File: src/rtl/uart_pkg.sv
`default_nettype none
// ============================================================================
//  Module   : uart_pkg
//  Purpose  : Shared UART frame format and bit-timing definitions used by
//             both the transmitter and the receiver, so both ends of the
//             link agree on bit time, data width and state encoding.
//  Ports    : none (package)
//  Revision : 1.0 - initial release
// ============================================================================
package uart_pkg;

    // Default bit timing; both link partners must use the same values.
    localparam int CLKS_PER_BIT_DEF = 16;
    localparam int STOP_BITS_DEF    = 1;
    localparam int DATA_BITS        = 8;

    // Transmit/receive FSM state encoding.
    typedef logic [1:0] state_t;

    localparam state_t c_st_idle  = 2'd0;
    localparam state_t c_st_start = 2'd1;
    localparam state_t c_st_data  = 2'd2;
    localparam state_t c_st_stop  = 2'd3;

endpackage
`default_nettype wire

File: src/rtl/uart_baud_cnt.sv
`default_nettype none
// ============================================================================
//  Module   : uart_baud_cnt
//  Purpose  : Bit-time counter. Counts 0..CLKS_PER_BIT-1 and wraps; o_tick
//             marks the last clock of each bit period. Holding i_clear keeps
//             the count at zero so the next bit starts with a full period.
//  Ports    : clk      - system clock
//             rst      - asynchronous reset, active low
//             i_clear  - hold counter at zero
//             o_tick   - high during the final clock of a bit period
//  Revision : 1.0 - initial release
// ============================================================================
module uart_baud_cnt
    import uart_pkg::*;
#(
    parameter int CLKS_PER_BIT = CLKS_PER_BIT_DEF
) (
    input  logic clk,
    input  logic rst,
    input  logic i_clear,
    output logic o_tick
);

    localparam int c_cnt_w = (CLKS_PER_BIT > 1) ? $clog2(CLKS_PER_BIT) : 1;
    localparam logic [c_cnt_w-1:0] c_cnt_max = c_cnt_w'(CLKS_PER_BIT - 1);

    logic [c_cnt_w-1:0] r_cnt;

    always_ff @(posedge clk or negedge rst) begin
        if (!rst) begin
            r_cnt <= '0;
        end else if (i_clear || o_tick) begin
            r_cnt <= '0;
        end else begin
            r_cnt <= r_cnt + 1'b1;
        end
    end

    assign o_tick = (r_cnt == c_cnt_max);

endmodule
`default_nettype wire

File: src/rtl/uart_tx.sv
`default_nettype none
// ============================================================================
//  Module   : uart_tx
//  Purpose  : UART transmitter, 8 data bits, no parity, 1 or 2 stop bits,
//             LSB first. A one-entry holding register lets the next byte be
//             queued while the current frame shifts out, so consecutive
//             frames run back to back with no idle gap.
//  Ports    : clk     - system clock, rising edge
//             rst     - asynchronous reset, active low
//             data_in - byte to send, captured only when accepted
//             send    - request; accepted on a clock edge with send && ready
//             ready   - holding register empty
//             busy    - a frame is on the line
//             done    - one-cycle pulse in the last clock of the final stop bit
//             tx      - registered serial output, idles high
//  Revision : 1.0 - initial release
// ============================================================================
module uart_tx
    import uart_pkg::*;
#(
    parameter int CLKS_PER_BIT = CLKS_PER_BIT_DEF,
    parameter int STOP_BITS    = STOP_BITS_DEF
) (
    input  logic       clk,
    input  logic       rst,
    input  logic [7:0] data_in,
    input  logic       send,
    output logic       ready,
    output logic       busy,
    output logic       done,
    output logic       tx
);

    state_t      r_state;
    logic [7:0]  r_hold_data;
    logic        r_hold_full;
    logic [7:0]  r_shift;
    logic [2:0]  r_bit_idx;
    logic [0:0]  r_stop_cnt;
    logic        r_tx;

    logic w_tick;
    logic w_accept;
    logic w_stop_last;

    // The counter is parked at zero while idle; every other state change
    // happens on a tick, where the counter wraps to zero by itself, so each
    // state is entered with a fresh bit period.
    uart_baud_cnt #(
        .CLKS_PER_BIT (CLKS_PER_BIT)
    ) u_baud_cnt (
        .clk     (clk),
        .rst     (rst),
        .i_clear (r_state == c_st_idle),
        .o_tick  (w_tick)
    );

    assign w_accept    = send && !r_hold_full;
    assign w_stop_last = (r_stop_cnt == 1'(STOP_BITS - 1));

    // Accept (needs hold empty) and load (needs hold full) are mutually
    // exclusive, so both may update r_hold_full in the same block safely.
    always_ff @(posedge clk or negedge rst) begin
        if (!rst) begin
            r_state     <= c_st_idle;
            r_hold_data <= '0;
            r_hold_full <= 1'b0;
            r_shift     <= '0;
            r_bit_idx   <= '0;
            r_stop_cnt  <= '0;
            r_tx        <= 1'b1;
        end else begin
            if (w_accept) begin
                r_hold_data <= data_in;
                r_hold_full <= 1'b1;
            end

            case (r_state)
                c_st_idle: begin
                    if (r_hold_full) begin
                        r_shift     <= r_hold_data;
                        r_hold_full <= 1'b0;
                        r_bit_idx   <= '0;
                        r_tx        <= 1'b0;
                        r_state     <= c_st_start;
                    end
                end

                c_st_start: begin
                    if (w_tick) begin
                        r_tx    <= r_shift[0];
                        r_state <= c_st_data;
                    end
                end

                c_st_data: begin
                    if (w_tick) begin
                        if (r_bit_idx == 3'd7) begin
                            r_tx       <= 1'b1;
                            r_stop_cnt <= '0;
                            r_state    <= c_st_stop;
                        end else begin
                            // tx takes the bit that will be in shift[0]
                            // after this shift.
                            r_shift   <= r_shift >> 1;
                            r_tx      <= r_shift[1];
                            r_bit_idx <= r_bit_idx + 3'd1;
                        end
                    end
                end

                c_st_stop: begin
                    if (w_tick) begin
                        if (w_stop_last) begin
                            if (r_hold_full) begin
                                // Queued byte: next start bit follows
                                // immediately, no idle cycle.
                                r_shift     <= r_hold_data;
                                r_hold_full <= 1'b0;
                                r_bit_idx   <= '0;
                                r_tx        <= 1'b0;
                                r_state     <= c_st_start;
                            end else begin
                                r_state <= c_st_idle;
                            end
                        end else begin
                            r_stop_cnt <= r_stop_cnt + 1'b1;
                        end
                    end
                end

                default: begin
                    r_tx    <= 1'b1;
                    r_state <= c_st_idle;
                end
            endcase
        end
    end

    assign ready = !r_hold_full;
    assign busy  = (r_state != c_st_idle);
    assign done  = (r_state == c_st_stop) && w_tick && w_stop_last;
    assign tx    = r_tx;

endmodule
`default_nettype wire

File: config.mk
export PLATFORM = sky130hd
export DESIGN_NAME = uart_tx
export DESIGN_NICKNAME = d
export VERILOG_FILES = /design/src/rtl/uart_pkg.sv /design/src/rtl/uart_baud_cnt.sv /design/src/rtl/uart_tx.sv
export SDC_FILE = /design/constraint.sdc
export NUM_CORES = 1
export LEC_CHECK = 0
export CORE_MARGIN = 8
export CORE_UTILIZATION = 50
export CTS_BUF_LIST = sky130_fd_sc_hd__clkbuf_4
export CTS_CLUSTER_SIZE = 30
export DETAILED_ROUTE_END_ITERATION = 7
export DONT_BUFFER_PORTS = 1
export SYNTH_ARGS = -nofsm -noshare
export SYNTH_HDL_FRONTEND = slang
export SYNTH_SLANG_ARGS = --single-unit
File: constraint.sdc
create_clock -name clk -period 2.1 [get_ports clk]
set_input_delay 0.315 -clock clk [delete_from_list [all_inputs] [get_ports clk]]
set_output_delay 0.315 -clock clk [all_outputs]
set_load 0.05 [all_outputs]
# == Word-level counts from Yosys, hierarchy flattened ==
# Cells that the tools add are included.
# classes
n_bitwise,1
mux,38
eq_ne,12
add_sub_neg,3
reduce_logical,13
# op_table
operator,n
$mux W8,5
$pmux W8 S3,1
$mux W1,15
$mux W3,5
$mux W2,6
$pmux W3 S3,1
$ne A2 B2 Y1 const B,4
$pmux W2 S4,1
$reduce_and A4 Y1,2
$ne A2 B1 Y1 const B,3
$reduce_and A6 Y1,1
$reduce_and A5 Y1,1
$add A4 B1 Y4 const B,1
$eq A2 B2 Y1 const B,2
$eq A4 B4 Y1 const B,1
$mux W4,1
$pmux W1 S2,2
$pmux W1 S4,1
$reduce_bool A2 Y1,2
$add A3 B1 Y3 const B,1
$eq A3 B3 Y1 const B,1
$logic_and A1 B1 Y1,3
$reduce_bool A3 Y1,1
$eq A2 B1 Y1 const B,1
other kinds (5),5
# word_totals
input_bits,11
output_inout_bits,4
elab_cells,75
ff_bits,28

# == Depth between registers and ports, before layout ==
# Gate-level depths: netlist of run 1.
# logic_depth
depth_word,7
depth_mapped,8

# == Cells and area by module ==
# Synthesis of run 1 repeated with hierarchy kept, for this count alone.
# unflattened
cells_unflattened,109
hier_area_um2,1382.6
# modules_own_cells
mod,cells_each,seq_area_each_um2,area_per_inst_um2,instances
uart_tx,96,576.8,1211.2,1
uart_baud_cnt,13,100.1,171.4,1

# == Least setup slack after synthesis of run 1 ==
# OpenSTA, ideal clock, no wires.
# synth_timing
path_type,flip-flop to flip-flop
from,register r_bit_idx[0]
to,register r_state[1]
setup_time_ps,125
required_time_ps,1975
path_buffers,0
path_stages_with_launch,7
setup_slack_ps,503
arrival_time_ps,1472
path_cell_list,dfrtp_1 -> ha_1 -> ha_1 -> nand2b_1 -> nand3_2 -> and2_4 -> mux2_4
# synth_between
elab_chain_cells,3
# synth_rtl
item,line,text
"start, declared",uart_tx.sv:38,logic [2:0] r_bit_idx;
"start signal, assigned",uart_tx.sv:107,r_bit_idx <= r_bit_idx + 3'd1;
$eq A3 B3 Y1,uart_tx.sv:98,if (r_bit_idx == 3'd7) begin
$ne A2 B2 Y1 (no source line),n/a,
$reduce_and A6 Y1 (no source line),n/a,
"end signal, assigned",uart_tx.sv:92,r_state <= c_st_data;
"end signal, assigned",uart_tx.sv:101,r_state <= c_st_stop;
"end signal, assigned",uart_tx.sv:122,r_state <= c_st_start;
"end, declared",uart_tx.sv:34,state_t r_state;
# No other way between the ends.
# A chain may end at the register's enable or synchronous reset.

# == Worst setup path in the final report of run 1 ==
# layout_timing
from,register u_baud_cnt.r_cnt[0]
to,output port done
# layout_between
elab_chain_cells,3
# layout_rtl
item,line,text
"start, declared",uart_baud_cnt.sv:27,logic [c_cnt_w-1:0] r_cnt;
"start signal, assigned",uart_baud_cnt.sv:35,r_cnt <= r_cnt + 1'b1;
$eq A4 B4 Y1,uart_baud_cnt.sv:39,assign o_tick = (r_cnt == c_cnt_max);
$logic_and A1 B1 Y1 (2 in a row),uart_tx.sv:142,assign done = (r_state == c_st_stop) && w_tick && w_stop_last;
"end, declared",uart_tx.sv:30,"output logic done,"
# No other way between the ends.

==> flow_summary.toml, run 1 <==
[run_status]
outcome = "finished clean"

[layout]
n_antenna_cell = 0
area_growth_syn_to_layout_pct = 6.76
layout.cells.most_common = "dfrtp_1"
final_nets = 149
post_route_cells_drive_above_1_share_pct = 20.8
mostFrequentLayoutCells = "26 x dfrtp_1, 17 x nand2_1, 12 x o21ai_0"

[logic_synthesis]
avg_inst_size_synth_um2 = 10.9
synth_flop_type = "dfrtp_1"
synth_seq_cells = 27
synth_async_sr_flop_share_pct = 100
summed_instance_area_of_the_synthesized_netlist_um2 = 1370
post-synth-top-area-cell = "dfrtp_1"
netlist.area_leader.share_pct = 47.5
nets_in_the_synthesized_netlist = 144
synth_enable_flop_cells = 0
synthDistinctLibCells = 34
ys_warn_count = 0
synth_top_cells_by_area = "dfrtp_1 47%, mux2_2 7.4%, ha_1 6.4%, mux2i_1 5.1%, nand2_1 4.7%"
synthesis.instances = 126
synth_sequential_area_ratio_pct = 49.4

[timing]
finalSetupViolCount = 0
rsz0062_at_grt = "false"
hold_violation_count_in_the_final_report = 0
tightestPinTransition_ns = 0.576
finalSetupTns_ns = 0
period_minus_ws_final_ns = 1.88
period_share_pct = 89.7
clock_skew_ns = 0.00826
final-max-slew-violation-count = 0
highest_attainable_clock_frequency_mhz = 531
relSlewSlack_pct = 61.5
holdWs_ns = 0.116

[global_routing]
maximum_number_of_pins_on_one_net_before_global_route_repair = 28
first_global_vias = 891
globalRoute.totalOverflow = 0
grt_first_pass_wirelength_mm = 4.00
grt_antenna_before_repair = 0
grt_util_all_layers_pct = 11.4

[die]
boundaryPins = 15
core_area_um2 = 2690
floorplan.initialDensity_pct = 51.0
dieHeight_um = 68.3
die_w_um = 68.3
die_area_um2 = 4670
core.rowCount = 19

[min_path]
timing.hold.worst.class = "in -> reg"
hp-start = "send"
whs_path_depth = 1
holdPathEnd = "r_hold_full"

[clock_network]
tritoncts.num_buffers = 3
insertion_delay_ns = 0.33
worst_case_clock_buffer_depth = 2
register_clock_pin_slew_on_the_reported_worst_setup_and_hold_paths_ns = 0.14
tritoncts_clock_tree = "done"
cts.root.buffer_cell = "clkbuf_4"
cts-htree-levels = 1
cts.sinks = 27
post_cts.repair.setup_buffers = 0

[detailed_routing]
drt_wl_total_mm = 2.33
drt_pre_antenna_iters = 4
detail_route.vias_per_cell = 5.50
initial_drt_markers = 34
post-route-drc-count = 0
postRouteAntennaNets = 0
avgRoutedWirePerCell_um = 14.4
via_count = 886

[worst_setup_path]
reg2reg_setup_slack_ns = 0.24
critical_path_peak_fanout = 6
arrival_ns = 1.57
critical_path_class = "reg -> out"
critical_path_required_ns = 1.78
cell_count_of_the_worst_reg_to_reg_path = 5
worst_reg2reg_path_startpoint = "r_state[0]"
cp-start-kind = "register"
timing.rr.end = "r_shift[2]"
setup.worst_path.end_class = "output port"

[power]
power.ir.vdd_worst_uv = 1130
pleak_uw = 0.000648
power-per-cell-area_nw_per_um2 = 1530

[place]
dp_hpwl_mm = 1.70
place_congestion = 0.738
io_buffers = 0

[run]
cap_violations = 0
==> flip-flops by register name, indices dropped and copies added (netlist names) <==
register          count
r_hold_data           8
r_state               2
tx                    1
u_baud_cnt.r_cnt      4
r_bit_idx             3
r_shift               8
r_hold_full           1
==> power by group <==
part | switching [µW] | internal [µW]
Clock | 153 | 72.9
Sequential | 195 | 759
Combinational | 574 | 491
Total | 921 | 1320
==> per-layer routing <==
layer  wire, µm  up-vias  global-route usage [%]
met4         50        0                    6.14
met5          0        -                       0
met1       1180      421                    15.6
met3        103        4                    2.45
li1           -      447                       -
met2        996       14                    16.3
==> kinds of logic (layout without fill, tap and decap cells) <==
logic type,after synthesis,after routing,synth area share (%)
simple gates,36,36,13.8
compound gates,27,27,12.6
xor+xnor,1,1,0.639
mux,17,17,13.6
flops,27,27,49.4
buf+inv,11,15,3.56
fa+ha+maj,7,7,6.39
==> cells in the mapped netlist, types with 2 or more instances <==
cell / count
mux2i_1: 7
nand3_2: 2
o21ai_1: 2
nand2b_1: 3
nor3_1: 2
o21ai_0: 12
inv_1: 7
ha_1: 7
nor2_1: 4
a21oi_1: 4
mux2_2: 9
o22a_1: 2
dfrtp_1: 26
nand2_1: 17
buf_2: 3
==> what timing repair did <==
| item | 4_1_cts | 5_1_grt |
|---|---|---|
| endpoints found under the setup margin | 0 | 1 |
| hold endpoints to repair | 27 | 0 |
| gates resized for setup | 0 | 1 |
| hold buffers | 2 | 0 |
==> worst max-delay path, stage by stage, from the launching register on <==
cell and delay (ns):
dfrtp_1 0.42, ha_1 0.25, and3_4 0.25, and2_2 0.32
==> how the worst max path moves through the flow <==
stage	slack, ns	cells after the start	from	endpoint
after floorplan	0.50	6	r_bit_idx[0]	r_state[1]
after global placement	0.32	6	r_state[0]	tx
after detailed placement	0.23	5	r_state[0]	r_shift[2]
after CTS	0.06	3	u_baud_cnt.r_cnt[0]	done
after global routing	0.01	5	r_state[0]	r_shift[2]
final	0.22	3	u_baud_cnt.r_cnt[0]	done
==> cell type report <==
type,instances,area (µm²)
clock inverters,1,7.51
fillers,246,1220
clock buffers,3,22.5
well taps,31,38.8
flip-flops and latches,27,677
multi-input cells,88,646
inverters,7,26.3
repair buffers,4,45.0
==> per-stage QoR <==
| step | setup slack [ns] | utilization (%) | total power, µW | cells | cell area, µm² |
|---|---|---|---|---|---|
| 2_1_floorplan | 0.503 | - | 1840 | 126 | 1370 |
| 6_report | 0.216 | 54.4 | 2240 | 161 | 1460 |
| 5_1_grt | 0.00969 | 54.4 | 2450 | 161 | 1460 |
| 3_5_place_dp | 0.226 | 52.2 | 2030 | 155 | 1400 |
| 4_1_cts | 0.0564 | 54.4 | 2280 | 161 | 1460 |
| 3_3_place_gp | 0.322 | 52.2 | 2000 | 155 | 1400 |
Note: power is estimated with default switching activity, not from simulation.
==> run 2, diff against run 1 <==
CORE_MARGIN = 2   (was 8)
TNS_END_PERCENT = 5   (was unset)
==> flow_summary.toml, run 2 (same netlist as run 1, synthesis figures left out) <==
[place]
io_buffers = 0
place_congestion = 0.810
dp_hpwl_mm = 1.73

[global_routing]
groute.layer.met1.usage_pct = 22.9
use_met2_pct = 28.2
global_routing_s_busiest_layer = "met2"
grt_first_pass_wirelength_mm = 4.35
first_global_vias = 973
grt_util_all_layers_pct = 17.4
grt_antenna_before_repair = 0
grt_use_met3_pct = 3.23
globalRoute.totalOverflow = 0
maximum_number_of_pins_on_one_net_before_global_route_repair = 28

[power]
power.ir.vdd_worst_uv = 1210
power-per-cell-area_nw_per_um2 = 1570
pleak_uw = 0.000652

[die]
boundaryPins = 15
floorplan.initialDensity_pct = 53.8
core.rowCount = 18
core_area_um2 = 2540
dieHeight_um = 56.3
die_area_um2 = 3170
die_w_um = 56.3

[layout]
reg.largest.list = "r_hold_data x8, r_shift x8, u_baud_cnt.r_cnt x4"
n_antenna_cell = 0
area_growth_syn_to_layout_pct = 7.31
post_route_cells_drive_above_1_share_pct = 20.8
mostFrequentLayoutCells = "26 x dfrtp_1, 17 x nand2_1, 12 x o21ai_0"
final_nets = 149
layout.cells.most_common = "dfrtp_1"
nFillCells = 229

[clock_network]
tritoncts_clock_tree = "done"
cts.sinks = 27
tritoncts.num_buffers = 3
register_clock_pin_slew_on_the_reported_worst_setup_and_hold_paths_ns = 0.16
insertion_delay_ns = 0.33
cts.root.buffer_cell = "clkbuf_4"
post_cts.repair.setup_buffers = 0
worst_case_clock_buffer_depth = 2
cts-htree-levels = 1

[detailed_routing]
post-route-drc-count = 0
drt_pre_antenna_iters = 4
avgRoutedWirePerCell_um = 15.3
detail_route.vias_per_cell = 5.69
initial_drt_markers = 17
postRouteAntennaNets = 0
via_count = 910
drt_wl_total_mm = 2.44

[timing]
hold_violation_count_in_the_final_report = 0
clock_skew_ns = 0.0157
finalSetupTns_ns = 0
period_share_pct = 92.1
relSlewSlack_pct = 67.4
period_minus_ws_final_ns = 1.93
highest_attainable_clock_frequency_mhz = 517
rsz0062_at_grt = "false"
holdWs_ns = 0.111
tightestPinTransition_ns = 0.489
final-max-slew-violation-count = 0
finalSetupViolCount = 0

[worst_setup_path]
cp-start-kind = "register"
critical_path_class = "reg -> out"
max_stage_delay_ns = 0.43
arrival_ns = 1.62
reg2reg_setup_slack_ns = 0.28
critical_path_required_ns = 1.78
timing.rr.end = "r_state[1]"
worst_reg2reg_path_startpoint = "r_state[0]"
setup.worst_path.end_class = "output port"
critical_path_peak_fanout = 6
cp_cell_sequence = "ha_1, and3_4, and2_2"
cell_count_of_the_worst_reg_to_reg_path = 6
critPathSlowestCell = "dfrtp_1"

[min_path]
timing.hold.worst.class = "in -> reg"
whs_path_depth = 1
holdPathEnd = "r_hold_full"
hp-start = "send"

[run_status]
outcome = "finished clean"

[run]
cap_violations = 0
[run 2: changes by cell type in the layout (fill, tap and decap cells not counted)]
cell,before,now
clkbuf_4,3,4
o211ai_4,0,1
o211ai_2,1,0
clkinvlp_4,1,0
[run 2: how the worst max path moves through the flow]
stage / cells after the start / to / start / slack (ns)
finish: 3 / done / u_baud_cnt.r_cnt[0] / 0.17
floorplan: 6 / r_state[1] / r_bit_idx[0] / 0.50
CTS: 3 / done / u_baud_cnt.r_cnt[0] / 0.04
global route: 6 / r_bit_idx[2] / r_state[0] / 0.07
detailed placement: 5 / r_shift[2] / r_state[0] / 0.23
global placement: 5 / r_shift[0] / r_state[0] / 0.31
[run 2: metal layers]
layer	share of wire, %	wire, µm
met1	49	1210
met2	47	1150
met3	2.4	58
met4	1.3	31
met5	0	0
[run 2: power breakdown]
group | leakage (µW) | switching (µW) | internal (µW)
registers | 0.000331 | 195 | 759
logic | 0.000302 | 609 | 501
clock network | 0.0000184 | 158 | 87.4
[run 2: final cells by class]
type	count	area, µm²	area share (%)
flip-flops and latches	27	677	46.0
inverters	7	26.3	1.79
multi-input cells	88	654	44.5
repair buffers	4	45.0	3.06
clock buffers	4	30.0	2.04
well taps	30	37.5	2.55
[run 2: through the flow]
| step | worst slack, ns | instance area (µm²) | power, µW | util [%] | std cells |
|---|---|---|---|---|---|
| floorplan | 0.503 | 1370 | 1840 | - | 126 |
| global placement | 0.311 | 1400 | 2000 | 55.0 | 154 |
| detailed placement | 0.228 | 1400 | 2040 | 55.0 | 154 |
| CTS | 0.0363 | 1460 | 2310 | 57.4 | 160 |
| global route | 0.0738 | 1470 | 2510 | 57.8 | 160 |
| finish | 0.166 | 1470 | 2310 | 57.8 | 160 |
[run 2: critical path, delay by kind of cell (launching register included)]
family        cells  cell delay [ns]
simple gates      2             0.59
fa+ha+maj         1             0.27
flops             1             0.43
[run 2: what timing repair did]
item                                   CTS  global route
resized for setup                        0             2
hold buffers                             2             0
endpoints found under the hold margin   27             0
setup endpoints to repair                0             8
==> run 3, diff against run 2 <==
CORE_UTILIZATION = 30   (was 50)
==> flow_summary.toml, run 3 (same netlist as run 1, synthesis figures left out) <==
[place]
dpl.cell_count = 176
pre_cts_ws_ns = 0.331
place_congestion = 0.770
io_buffers = 0
dp_hpwl_mm = 1.92

[timing]
highest_attainable_clock_frequency_mhz = 517
period_minus_ws_final_ns = 1.93
finalSetupTns_ns = 0
relSlewSlack_pct = 63.7
hold_violation_count_in_the_final_report = 0
timing.final.ws_setup_ns = 0.166
finalSetupViolCount = 0
clock_skew_ns = 0.00119
period_share_pct = 92.1
final-max-slew-violation-count = 0
tightestPinTransition_ns = 0.543
rsz0062_at_grt = "false"

[detailed_routing]
drt_wl_total_mm = 2.54
via_count = 936
initial_drt_markers = 31
avgRoutedWirePerCell_um = 13.9
detail_route.vias_per_cell = 5.14
drt_pre_antenna_iters = 4
postRouteAntennaNets = 0
post-route-drc-count = 0

[global_routing]
grt_first_pass_wirelength_mm = 4.40
grt_antenna_before_repair = 0
globalRoute.totalOverflow = 0
grt_util_all_layers_pct = 10.7
first_global_vias = 975
maximum_number_of_pins_on_one_net_before_global_route_repair = 28

[layout]
n_antenna_cell = 0
mostFrequentLayoutCells = "26 x dfrtp_1, 17 x nand2_1, 12 x o21ai_0"
final_nets = 149
post_route_cells_drive_above_1_share_pct = 20.8
reg.largest.list = "r_hold_data x8, r_shift x8, u_baud_cnt.r_cnt x4"
finish.cell_count_without_fillers = 182
layout.cells.most_common = "dfrtp_1"
area_growth_syn_to_layout_pct = 8.77

[clock_network]
register_clock_pin_slew_on_the_reported_worst_setup_and_hold_paths_ns = 0.15
tritoncts_clock_tree = "done"
tritoncts.num_buffers = 3
post_cts.repair.setup_buffers = 0
cts.root.buffer_cell = "clkbuf_4"
cts.sinks = 27
worst_case_clock_buffer_depth = 2
insertion_delay_ns = 0.33
cts-htree-levels = 1

[worst_setup_path]
setup.worst_path.end_class = "output port"
critical_path_class = "reg -> out"
cp_cell_sequence = "ha_1, and3_4, and2_2"
arrival_ns = 1.62
cp_top_family = "simple AND/OR/NAND/NOR gates"
cp.buffers_inverters = 0
critical_path.startpoint = "u_baud_cnt.r_cnt[0]"
cp-start-kind = "register"
max_stage_delay_ns = 0.43
worst_reg2reg_path_startpoint = "r_state[0]"
critPathSlowestCell = "dfrtp_1"
critical_path_required_ns = 1.78
critical_path_peak_fanout = 6

[run]
cap_violations = 0

[power]
power-per-cell-area_nw_per_um2 = 1530
power.ir.vdd_worst_uv = 799
pleak_uw = 0.000652

[min_path]
timing.hold.worst.class = "in -> reg"
hp-start = "send"

[die]
die_area_um2 = 5120
core_area_um2 = 4380
floorplan.initialDensity_pct = 31.2
dieHeight_um = 71.6
boundaryPins = 15
core.rowCount = 24
die_w_um = 71.6

[run_status]
outcome = "finished clean"
run 3: cell types whose count changed in the layout (fill, tap and decap cells not counted), sizes merged:
cell    change
clkbuf      -1
inv         +1
run 3: worst paths after layout:
path                           endpoint  slack (ns)  cells after the start
hold reg to reg            r_bit_idx[2]        0.51                      2
setup reg to reg                     tx        0.32                      6
hold / removal              r_hold_full        0.12                      1
max in group asynchronous            tx        1.48                      2
min in group asynchronous  r_bit_idx[0]        0.39                      2
setup / recovery                   done        0.17                      3
run 3: power by group:
| part | switching [µW] | internal [µW] |
|---|---|---|
| registers | 200 | 758 |
| logic | 585 | 491 |
| clock network | 164 | 77.8 |
| total | 950 | 1330 |
run 3: per-layer routing:
| layer | global-route usage, % | share of wire [%] |
|---|---|---|
| met4 | 1.26 | 0 |
| met5 | 0 | 0 |
| met2 | 19.4 | 53 |
| met3 | 4.50 | 5.3 |
| met1 | 12.0 | 42 |
run 3: cell type report:
class	count	area, µm²
tap	52	65.1
timing repair buffer	4	45.0
clock inverter	1	8.76
clock buffer	3	22.5
fill	462	2890
inverter	7	26.3
multi-input combinational	88	646
sequential	27	677
run 3: worst register-to-register path, stage by stage (launching register included):
cell	delay, ns
dfrtp_1	0.46
inv_1	0.10
ha_1	0.31
buf_4	0.25
nor2_1	0.05
o21ai_0	0.19
mux2_2	0.36
run 3: per-stage QoR:
| step | util, % | instance area (µm²) | hold WS, ns | total power [µW] |
|---|---|---|---|---|
| 3_3_place_gp | 32.6 | 1430 | 0.0204 | 1990 |
| 2_1_floorplan | - | 1370 | 0.0194 | 1840 |
| 6_report | 34.0 | 1490 | 0.117 | 2280 |
| 5_1_grt | 34.0 | 1490 | 0.0798 | 2480 |
| 4_1_cts | 34.0 | 1490 | 0.101 | 2310 |
| 3_5_place_dp | 32.6 | 1430 | 0.0203 | 2040 |
run 3: timing repair:
action                                 CTS  global route
gates resized for setup                  0             1
setup endpoints to repair                0             1
hold buffers                             2             0
endpoints found under the hold margin   27             0
